`src/rtl/ip_pkg.sv`:
```
// Shared IPv4 constants, drop reasons and receive FSM states.
// Also holds the ones-complement fold used by the checksum accumulator.
package ip_pkg;

   localparam logic [7:0]  IP_PROTO_UDP     = 8'd17;
   localparam logic [3:0]  IP_VERSION_4     = 4'd4;
   localparam logic [15:0] IP_HDR_MIN_BYTES = 16'd20;

   localparam logic [2:0] DROP_NONE    = 3'd0;
   localparam logic [2:0] DROP_VERSION = 3'd1;
   localparam logic [2:0] DROP_LENGTH  = 3'd2;
   localparam logic [2:0] DROP_PROTO   = 3'd3;
   localparam logic [2:0] DROP_DEST    = 3'd4;
   localparam logic [2:0] DROP_CSUM    = 3'd5;

   typedef enum logic [2:0] {
      HDR,
      OPT,
      PAY,
      PAD,
      DROP
   } state_t;

   // Two end-around carry folds: the first can itself produce a carry.
   function automatic logic [15:0] csum_fold(input logic [17:0] sum);
      logic [16:0] t;
      t = {1'b0, sum[15:0]} + {15'd0, sum[17:16]};
      return t[15:0] + {15'd0, t[16]};
   endfunction

endpackage

```
`src/rtl/ip_csum_acc.sv`:
```
// 16-bit ones-complement accumulator: clear, one word per strobe, folded result.
// o_fold already includes the word presented in the current cycle.
module ip_csum_acc
   import ip_pkg::*;
(
   input  logic        clk,
   input  logic        reset_n,
   input  logic        i_clear,
   input  logic        i_word_vld,
   input  logic [15:0] i_word,
   output logic [15:0] o_fold
);

   logic [17:0] r_sum;
   logic [17:0] w_next;

   // Carries are folded back in every cycle so the 18-bit sum can never overflow.
   always_comb begin
      w_next = {2'b00, r_sum[15:0]} + {16'd0, r_sum[17:16]};
      if (i_word_vld) begin
         w_next = w_next + {2'b00, i_word};
      end
   end

   // NOTE: state registers use non-blocking assignments so every flop samples pre-edge values.
   always_ff @(posedge clk or negedge reset_n) begin
      if (!reset_n) begin
         r_sum <= '0;
      end else if (i_clear) begin
         r_sum <= '0;
      end else if (i_word_vld) begin
         r_sum <= w_next;
      end
   end

   assign o_fold = csum_fold(w_next);

endmodule

```
`src/rtl/ip_rcv.sv`:
```
// IPv4 receive stage: parses and validates the header, skips options, and
// forwards only the payload of accepted packets through a single output register.
module ip_rcv
   import ip_pkg::*;
#(
   parameter logic [31:0] LOCAL_IP     = 32'hC0A8_0102,
   parameter bit          ACCEPT_BCAST = 1'b1,
   parameter bit          CHECK_CSUM   = 1'b1
) (
   input  logic        clk,
   input  logic        reset_n,
   input  logic [7:0]  ip_axis_tdata_in,
   input  logic        ip_axis_tvalid_in,
   input  logic        ip_axis_tlast_in,
   output logic        ip_axis_tready_out,
   output logic [7:0]  udp_axis_tdata_out,
   output logic        udp_axis_tvalid_out,
   output logic        udp_axis_tlast_out,
   input  logic        udp_axis_tready_in,
   output logic [31:0] src_ip_out,
   output logic        drop_out,
   output logic [2:0]  drop_code_out,
   output logic        trunc_out
);

   state_t      r_state;
   logic [15:0] r_byte_cnt;
   logic [15:0] r_total_len;
   logic [3:0]  r_version;
   logic [3:0]  r_ihl;
   logic [7:0]  r_proto;
   logic [7:0]  r_hi_byte;
   logic [31:0] r_src_ip;
   logic [31:0] r_dst_ip;

   logic [7:0]  r_tdata;
   logic        r_tvalid;
   logic        r_tlast;
   logic [31:0] r_src_ip_out;
   logic        r_drop;
   logic [2:0]  r_drop_code;
   logic        r_trunc;

   logic        w_xfer;
   logic        w_in_hdr;
   logic [15:0] w_hdr_len;
   logic        w_last_hdr;
   logic        w_pay_last;
   logic [31:0] w_dst_eval;
   logic [15:0] w_csum_fold;
   logic        w_csum_clr;
   logic        w_word_vld;
   logic [2:0]  w_eval_code;

   assign ip_axis_tready_out = (r_state != PAY) || !r_tvalid || udp_axis_tready_in;

   assign w_xfer     = ip_axis_tvalid_in && ip_axis_tready_out;
   assign w_in_hdr   = (r_state == HDR) || (r_state == OPT);
   assign w_hdr_len  = {10'd0, r_ihl, 2'b00};
   assign w_pay_last = (r_byte_cnt == r_total_len - 16'd1);
   assign w_last_hdr = w_xfer &&
      (((r_state == HDR) && (r_byte_cnt == IP_HDR_MIN_BYTES - 16'd1) && (r_ihl <= 4'd5)) ||
       ((r_state == OPT) && (r_byte_cnt == w_hdr_len - 16'd1)));

   // The last destination byte is still on the bus when a plain header is evaluated.
   assign w_dst_eval = (r_state == HDR) ? {r_dst_ip[23:0], ip_axis_tdata_in} : r_dst_ip;

   assign w_csum_clr = w_xfer && (r_state == HDR) && (r_byte_cnt == 16'd0);
   assign w_word_vld = w_xfer && w_in_hdr && r_byte_cnt[0];

   ip_csum_acc u_csum (
      .clk        (clk),
      .reset_n    (reset_n),
      .i_clear    (w_csum_clr),
      .i_word_vld (w_word_vld),
      .i_word     ({r_hi_byte, ip_axis_tdata_in}),
      .o_fold     (w_csum_fold)
   );

   always_comb begin
      w_eval_code = DROP_NONE;
      if (r_version != IP_VERSION_4) begin
         w_eval_code = DROP_VERSION;
      end else if ((r_ihl < 4'd5) || (r_total_len < w_hdr_len)) begin
         w_eval_code = DROP_LENGTH;
      end else if (r_proto != IP_PROTO_UDP) begin
         w_eval_code = DROP_PROTO;
      end else if ((w_dst_eval != LOCAL_IP) && !(ACCEPT_BCAST && (w_dst_eval == 32'hFFFF_FFFF))) begin
         w_eval_code = DROP_DEST;
      end else if (CHECK_CSUM && (w_csum_fold != 16'hFFFF)) begin
         w_eval_code = DROP_CSUM;
      end
   end

   always_ff @(posedge clk or negedge reset_n) begin
      if (!reset_n) begin
         r_state      <= HDR;
         r_byte_cnt   <= '0;
         r_total_len  <= '0;
         r_version    <= '0;
         r_ihl        <= '0;
         r_proto      <= '0;
         r_hi_byte    <= '0;
         r_src_ip     <= '0;
         r_dst_ip     <= '0;
         r_tdata      <= '0;
         r_tvalid     <= 1'b0;
         r_tlast      <= 1'b0;
         r_src_ip_out <= '0;
         r_drop       <= 1'b0;
         r_drop_code  <= '0;
         r_trunc      <= 1'b0;
      end else begin
         r_drop  <= 1'b0;
         r_trunc <= 1'b0;
         if (r_tvalid && udp_axis_tready_in) begin
            r_tvalid <= 1'b0;
         end

         if (w_xfer) begin
            r_byte_cnt <= ip_axis_tlast_in ? 16'd0 : r_byte_cnt + 16'd1;

            case (r_state)
               HDR, OPT: begin
                  if (r_state == HDR) begin
                     case (r_byte_cnt)
                        16'd0: begin
                           r_version <= ip_axis_tdata_in[7:4];
                           r_ihl     <= ip_axis_tdata_in[3:0];
                        end
                        16'd2:                         r_total_len[15:8] <= ip_axis_tdata_in;
                        16'd3:                         r_total_len[7:0]  <= ip_axis_tdata_in;
                        16'd9:                         r_proto           <= ip_axis_tdata_in;
                        16'd12, 16'd13, 16'd14, 16'd15: r_src_ip <= {r_src_ip[23:0], ip_axis_tdata_in};
                        16'd16, 16'd17, 16'd18, 16'd19: r_dst_ip <= {r_dst_ip[23:0], ip_axis_tdata_in};
                        default: ;
                     endcase
                  end
                  if (!r_byte_cnt[0]) begin
                     r_hi_byte <= ip_axis_tdata_in;
                  end

                  if (w_last_hdr) begin
                     if (w_eval_code != DROP_NONE) begin
                        r_drop      <= 1'b1;
                        r_drop_code <= w_eval_code;
                        r_state     <= ip_axis_tlast_in ? HDR : DROP;
                     end else if (ip_axis_tlast_in && (r_total_len != w_hdr_len)) begin
                        r_drop      <= 1'b1;
                        r_drop_code <= DROP_LENGTH;
                        r_state     <= HDR;
                     end else begin
                        r_src_ip_out <= r_src_ip;
                        if (ip_axis_tlast_in) begin
                           r_state <= HDR;
                        end else begin
                           r_state <= (r_total_len == w_hdr_len) ? PAD : PAY;
                        end
                     end
                  end else if (ip_axis_tlast_in) begin
                     r_drop      <= 1'b1;
                     r_drop_code <= DROP_LENGTH;
                     r_state     <= HDR;
                  end else if ((r_state == HDR) && (r_byte_cnt == IP_HDR_MIN_BYTES - 16'd1)) begin
                     r_state <= OPT;
                  end
               end

               PAY: begin
                  r_tdata  <= ip_axis_tdata_in;
                  r_tvalid <= 1'b1;
                  r_tlast  <= w_pay_last || ip_axis_tlast_in;
                  r_trunc  <= ip_axis_tlast_in && !w_pay_last;
                  if (ip_axis_tlast_in) begin
                     r_state <= HDR;
                  end else if (w_pay_last) begin
                     r_state <= PAD;
                  end
               end

               default: begin
                  if (ip_axis_tlast_in) begin
                     r_state <= HDR;
                  end
               end
            endcase
         end
      end
   end

   assign udp_axis_tdata_out  = r_tdata;
   assign udp_axis_tvalid_out = r_tvalid;
   assign udp_axis_tlast_out  = r_tlast;
   assign src_ip_out          = r_src_ip_out;
   assign drop_out            = r_drop;
   assign drop_code_out       = r_drop_code;
   assign trunc_out           = r_trunc;

endmodule

```
`config.mk`:
```
export PLATFORM = sky130hd
export DESIGN_NAME = ip_rcv
export DESIGN_NICKNAME = d
export VERILOG_FILES = /design/src/rtl/ip_pkg.sv /design/src/rtl/ip_csum_acc.sv /design/src/rtl/ip_rcv.sv
export SDC_FILE = /design/constraint.sdc
export NUM_CORES = 1
export LEC_CHECK = 0
export ABC_AREA = 1
export CORE_UTILIZATION = 37
export DETAILED_ROUTE_END_ITERATION = 6
export GPL_ROUTABILITY_DRIVEN = 0
export PLACE_DENSITY = 0.52
export SETUP_SLACK_MARGIN = 0.3
export SKIP_LAST_GASP = 1
export SYNTH_ARGS = -nofsm -noshare
export SYNTH_HDL_FRONTEND = slang
export SYNTH_HIERARCHICAL = 1
export SYNTH_SLANG_ARGS = --single-unit
```
`constraint.sdc`:
```
create_clock -name clk -period 11.7 [get_ports clk]
set_clock_uncertainty 0.05 [all_clocks]
set_input_delay 1.755 -clock clk [delete_from_list [all_inputs] [get_ports clk]]
set_output_delay 1.755 -clock clk [all_outputs]
set_load 0.1 [all_outputs]
```
==> run_results.csv <==
group,metric,value,unit
clock_tree,post_cts_buffers,0,
sta,slew_headroom,0.3087,
global_route,grt_overflow,0,
sta,drv_slew,0,
sta,hold_viol,0,
placement,pre_cts_slack,2722,ps
setup_path,cp_common_cell,"nand2_1",
yosys,synth_top_family_by_area,"simple AND/OR/NAND/NOR gates",
final_layout,diodes,0,
clock_tree,cts_made_buffers,17,
route,first_iter_violations,1036,
yosys,ys_types,49,
floorplanning,dieWidth,185.5,µm
yosys,synth-xor-area-share,0.03978,
sta,final.setup.tns,0,ps
yosys,synthMuxAreaShare,0.0009041,
pwr,power_density,221.3,mW/mm²
final_layout,nFillCells,3524,
clock_tree,cts_root_buffer,"clkbuf_16",
setup_path,cp_slowest_cell,"nor4_1",
setup_path,end_kind,"register",
clock_tree,cts.htree.levels,4,
route,wl_per_cell,14.89,µm
clock_tree,cts_tree,"built",
yosys,yosys.area_share.simple,0.3520,
setup_path,worstPathRequired,12020,ps
global_route,grt_max_degree,81,
placement,portBuffers,60,
sta,fin_ws,3172,ps
yosys,synthAdderAreaFrac,0.03797,
route,final_antenna_net_count,0,
route,met2WireLength,15570,µm
yosys,syn_area_per_cell,6.912,µm²
setup_path,start_kind,"primary input",
clock_tree,cts_max_path_buffers,2,
yosys,synth_compound_area_frac,0.09704,
yosys,synth_flop_cell,"dfrtp_1",
floorplanning,ioPinCount,61,
floorplanning,placementRows,66,
setup_path,arrival,8850,ps
hold_path,hp-class,"register to register",
yosys,yosys_warnings,6,
flow_run,drv_cap,0,
route,vias,11200,
setup_path,critPathKind,"primary input to register",
final_layout,final_layout_size_suffix_gt1_frac,0.06699,
pwr,p_leak,0.006631,µW
pwr,peakVddDrop,115.8,µV
clock_tree,hold_buffers,0,
route,drt_first_pass_iters,5,
setup_path,cp_max_fo,66,
route,met3WireLength,1395,µm
yosys,ys_seq_elements,188,
yosys,yosysSeqAreaShare,0.3777,
final_layout,final_common_cell,"nand2_1",
setup_path,r2r_end,"drop_code_out[1]$_DFFE_PN0P_",
setup_path,timing.rr.start,"u_csum/r_sum[16]$_DFFE_PN0P_",
setup_path,endpoint,"drop_code_out[1]$_DFFE_PN0P_",
sta,period_share,0.7289,
final_layout,mostFrequentLayoutCells,"586 x nand2_1, 228 x inv_1, 188 x dfrtp_1",
setup_path,max_stage_delay,690,ps
global_route,grt_pass1_wl,56520,µm
yosys,synth_edf_count,0,
floorplanning,die_h,185.5,µm
sta,rsz0062_at_grt,"false",
route,wl,34150,µm
clock_tree,path_clk_slew,70,ps
route,route.detailed.drc,0,
final_layout,fin_cells,2293,
run_status,status,"completed",
sta,worstMarginPinSlew,1033,ps
final_layout,final_util,0.4261,
final_layout,final_nets,1889,
setup_path,r2r_setup_slack,3800,ps
sta,period_needed,8528,ps
setup_path,crit_start,"ip_axis_tdata_in[0]",
sta,finalSetupViolCount,0,
pwr,p_total,3100,µW
route,drt-met1-wl,16670,µm
placement,dpl.hpwl,24930,µm
global_route,grtUsageTotal,0.2097,
placement,placedCellCount,2263,
route,drt-vias-per-instance,4.884,
floorplanning,dieArea,0.03440,mm²
setup_path,worstRegToRegCells,47,
yosys,synth_area,0.01246,mm²
floorplanning,core,0.03287,mm²
yosys,synthesis.nets,1851,
global_route,grt_antenna_before_repair,0,
clock_tree,ctsResizeCount,0,
global_route,grt_pass1_vias,10730,
clock_tree,cts.sink_count,188,
floorplanning,start_util,0.3790,
clock_tree,clock_latency,450,ps
yosys,ys_async_sr_fraction,1.000,
sta,fmax,117.3,MHz
route,top_layer,"met4",
final_layout,areaGrowthSynthToFinish,12.45,%
yosys,synthCells,1802,
==> worst max-delay path: cells and delay by family <==
family | cells | cell delay (ps)
buffers and inverters | 6 | 1260
AND/OR/NAND/NOR | 30 | 3960
AO/OA/AOI/OAI | 2 | 200
XOR/XNOR | 2 | 380
adder cells (fa/ha/maj) | 5 | 1290
==> per-stage QoR <==
| stage | hold WS, ps | area, µm² |
|---|---|---|
| 6_report | 429.3 | 14010 |
| 3_3_place_gp | 415.6 | 13430 |
| 5_1_grt | 443.6 | 14010 |
| 4_1_cts | 430.7 | 14010 |
| 3_5_place_dp | 413.2 | 13430 |
| 2_1_floorplan | 394.4 | 12460 |
==> cells in the mapped netlist, types with 4 or more instances <==
master | instances | area (µm²)
nor2_1 | 134 | 503.0
nand4_1 | 41 | 256.5
ha_1 | 33 | 412.9
buf_1 | 4 | 15.01
nand2_2 | 19 | 118.9
nor3_1 | 23 | 115.1
dfrtp_1 | 188 | 4705
nor4_1 | 8 | 50.05
nand3_2 | 8 | 80.08
or2_2 | 5 | 31.28
clkbuf_1 | 26 | 97.59
xnor2_1 | 18 | 157.7
inv_2 | 12 | 45.04
o22ai_1 | 4 | 25.02
buf_2 | 10 | 50.05
o211ai_1 | 7 | 52.55
nand2_1 | 587 | 2203
nand3_1 | 147 | 735.7
nor2_2 | 11 | 68.82
a21oi_1 | 31 | 155.2
nand3b_1 | 4 | 30.03
o21ai_2 | 11 | 96.34
o21ai_1 | 21 | 105.1
buf_6 | 7 | 78.83
xor2_1 | 36 | 315.3
o21ai_0 | 138 | 690.7
inv_1 | 228 | 855.8
nor2_4 | 10 | 112.6
==> final cells by class <==
| class | count | area (µm²) | area share |
|---|---|---|---|
| repair buffers | 69 | 671.9 | 0.04797 |
| clock buffers | 20 | 446.7 | 0.03189 |
| inverters | 243 | 914.6 | 0.06530 |
| flip-flops and latches | 188 | 4705 | 0.3359 |
| well taps | 442 | 553.0 | 0.03949 |
| clock inverters | 10 | 130.1 | 0.009291 |
| multi-input cells | 1321 | 6585 | 0.4702 |
==> worst min path at each step <==
stage                                 startpoint  slack, ps                      endpoint  cells after the start
CTS                 drop_code_out[0]$_DFFE_PN0P_        430  drop_code_out[0]$_DFFE_PN0P_                      2
detailed placement  drop_code_out[0]$_DFFE_PN0P_        410  drop_code_out[0]$_DFFE_PN0P_                      2
finish              drop_code_out[2]$_DFFE_PN0P_        430  drop_code_out[2]$_DFFE_PN0P_                      2
floorplan                 r_proto[5]$_DFFE_PN0P_        390        r_proto[5]$_DFFE_PN0P_                      2
global route        drop_code_out[2]$_DFFE_PN0P_        440  drop_code_out[2]$_DFFE_PN0P_                      2
global placement      src_ip_out[28]$_DFFE_PN0P_        420    src_ip_out[28]$_DFFE_PN0P_                      2
==> layer usage <==
metal  up-vias  global-route usage
li1       5800                   -
met1      5139              0.2933
met2       234              0.3378
met3        27             0.03033
met4         0             0.05322
met5         -                   0
==> report_power, final <==
group | total [µW] | internal (µW) | switching [µW] | leakage, µW
clock network | 586 | 323 | 263 | 0.000276
registers | 854 | 752 | 102 | 0.00254
logic | 1660 | 519 | 1140 | 0.00381
total | 3100 | 1590 | 1510 | 0.00663
==> registers in the layout, summed over array words and instances (netlist names) <==
signal	count
drop_code_out	3
drop_out	1
r_byte_cnt	16
r_dst_ip	32
r_hi_byte	8
r_ihl	4
r_proto	8
r_src_ip	32
r_state	3
r_total_len	16
r_version	4
src_ip_out	32
trunc_out	1
u_csum/r_sum	18
udp_axis_tdata_out	8
udp_axis_tlast_out	1
udp_axis_tvalid_out	1
==> logic make-up (layout without fill, tap and decap cells) <==
family | Yosys count | in the layout
muxes | 1 | 1
and+or+nand+nor | 1007 | 1007
xor gates and xnor gates | 55 | 55
buffers and inverters | 293 | 342
DFF | 188 | 188
adders and majority gates | 36 | 36
AOI/OAI and AO/OA | 222 | 222
(Power assumes the default switching activity.)
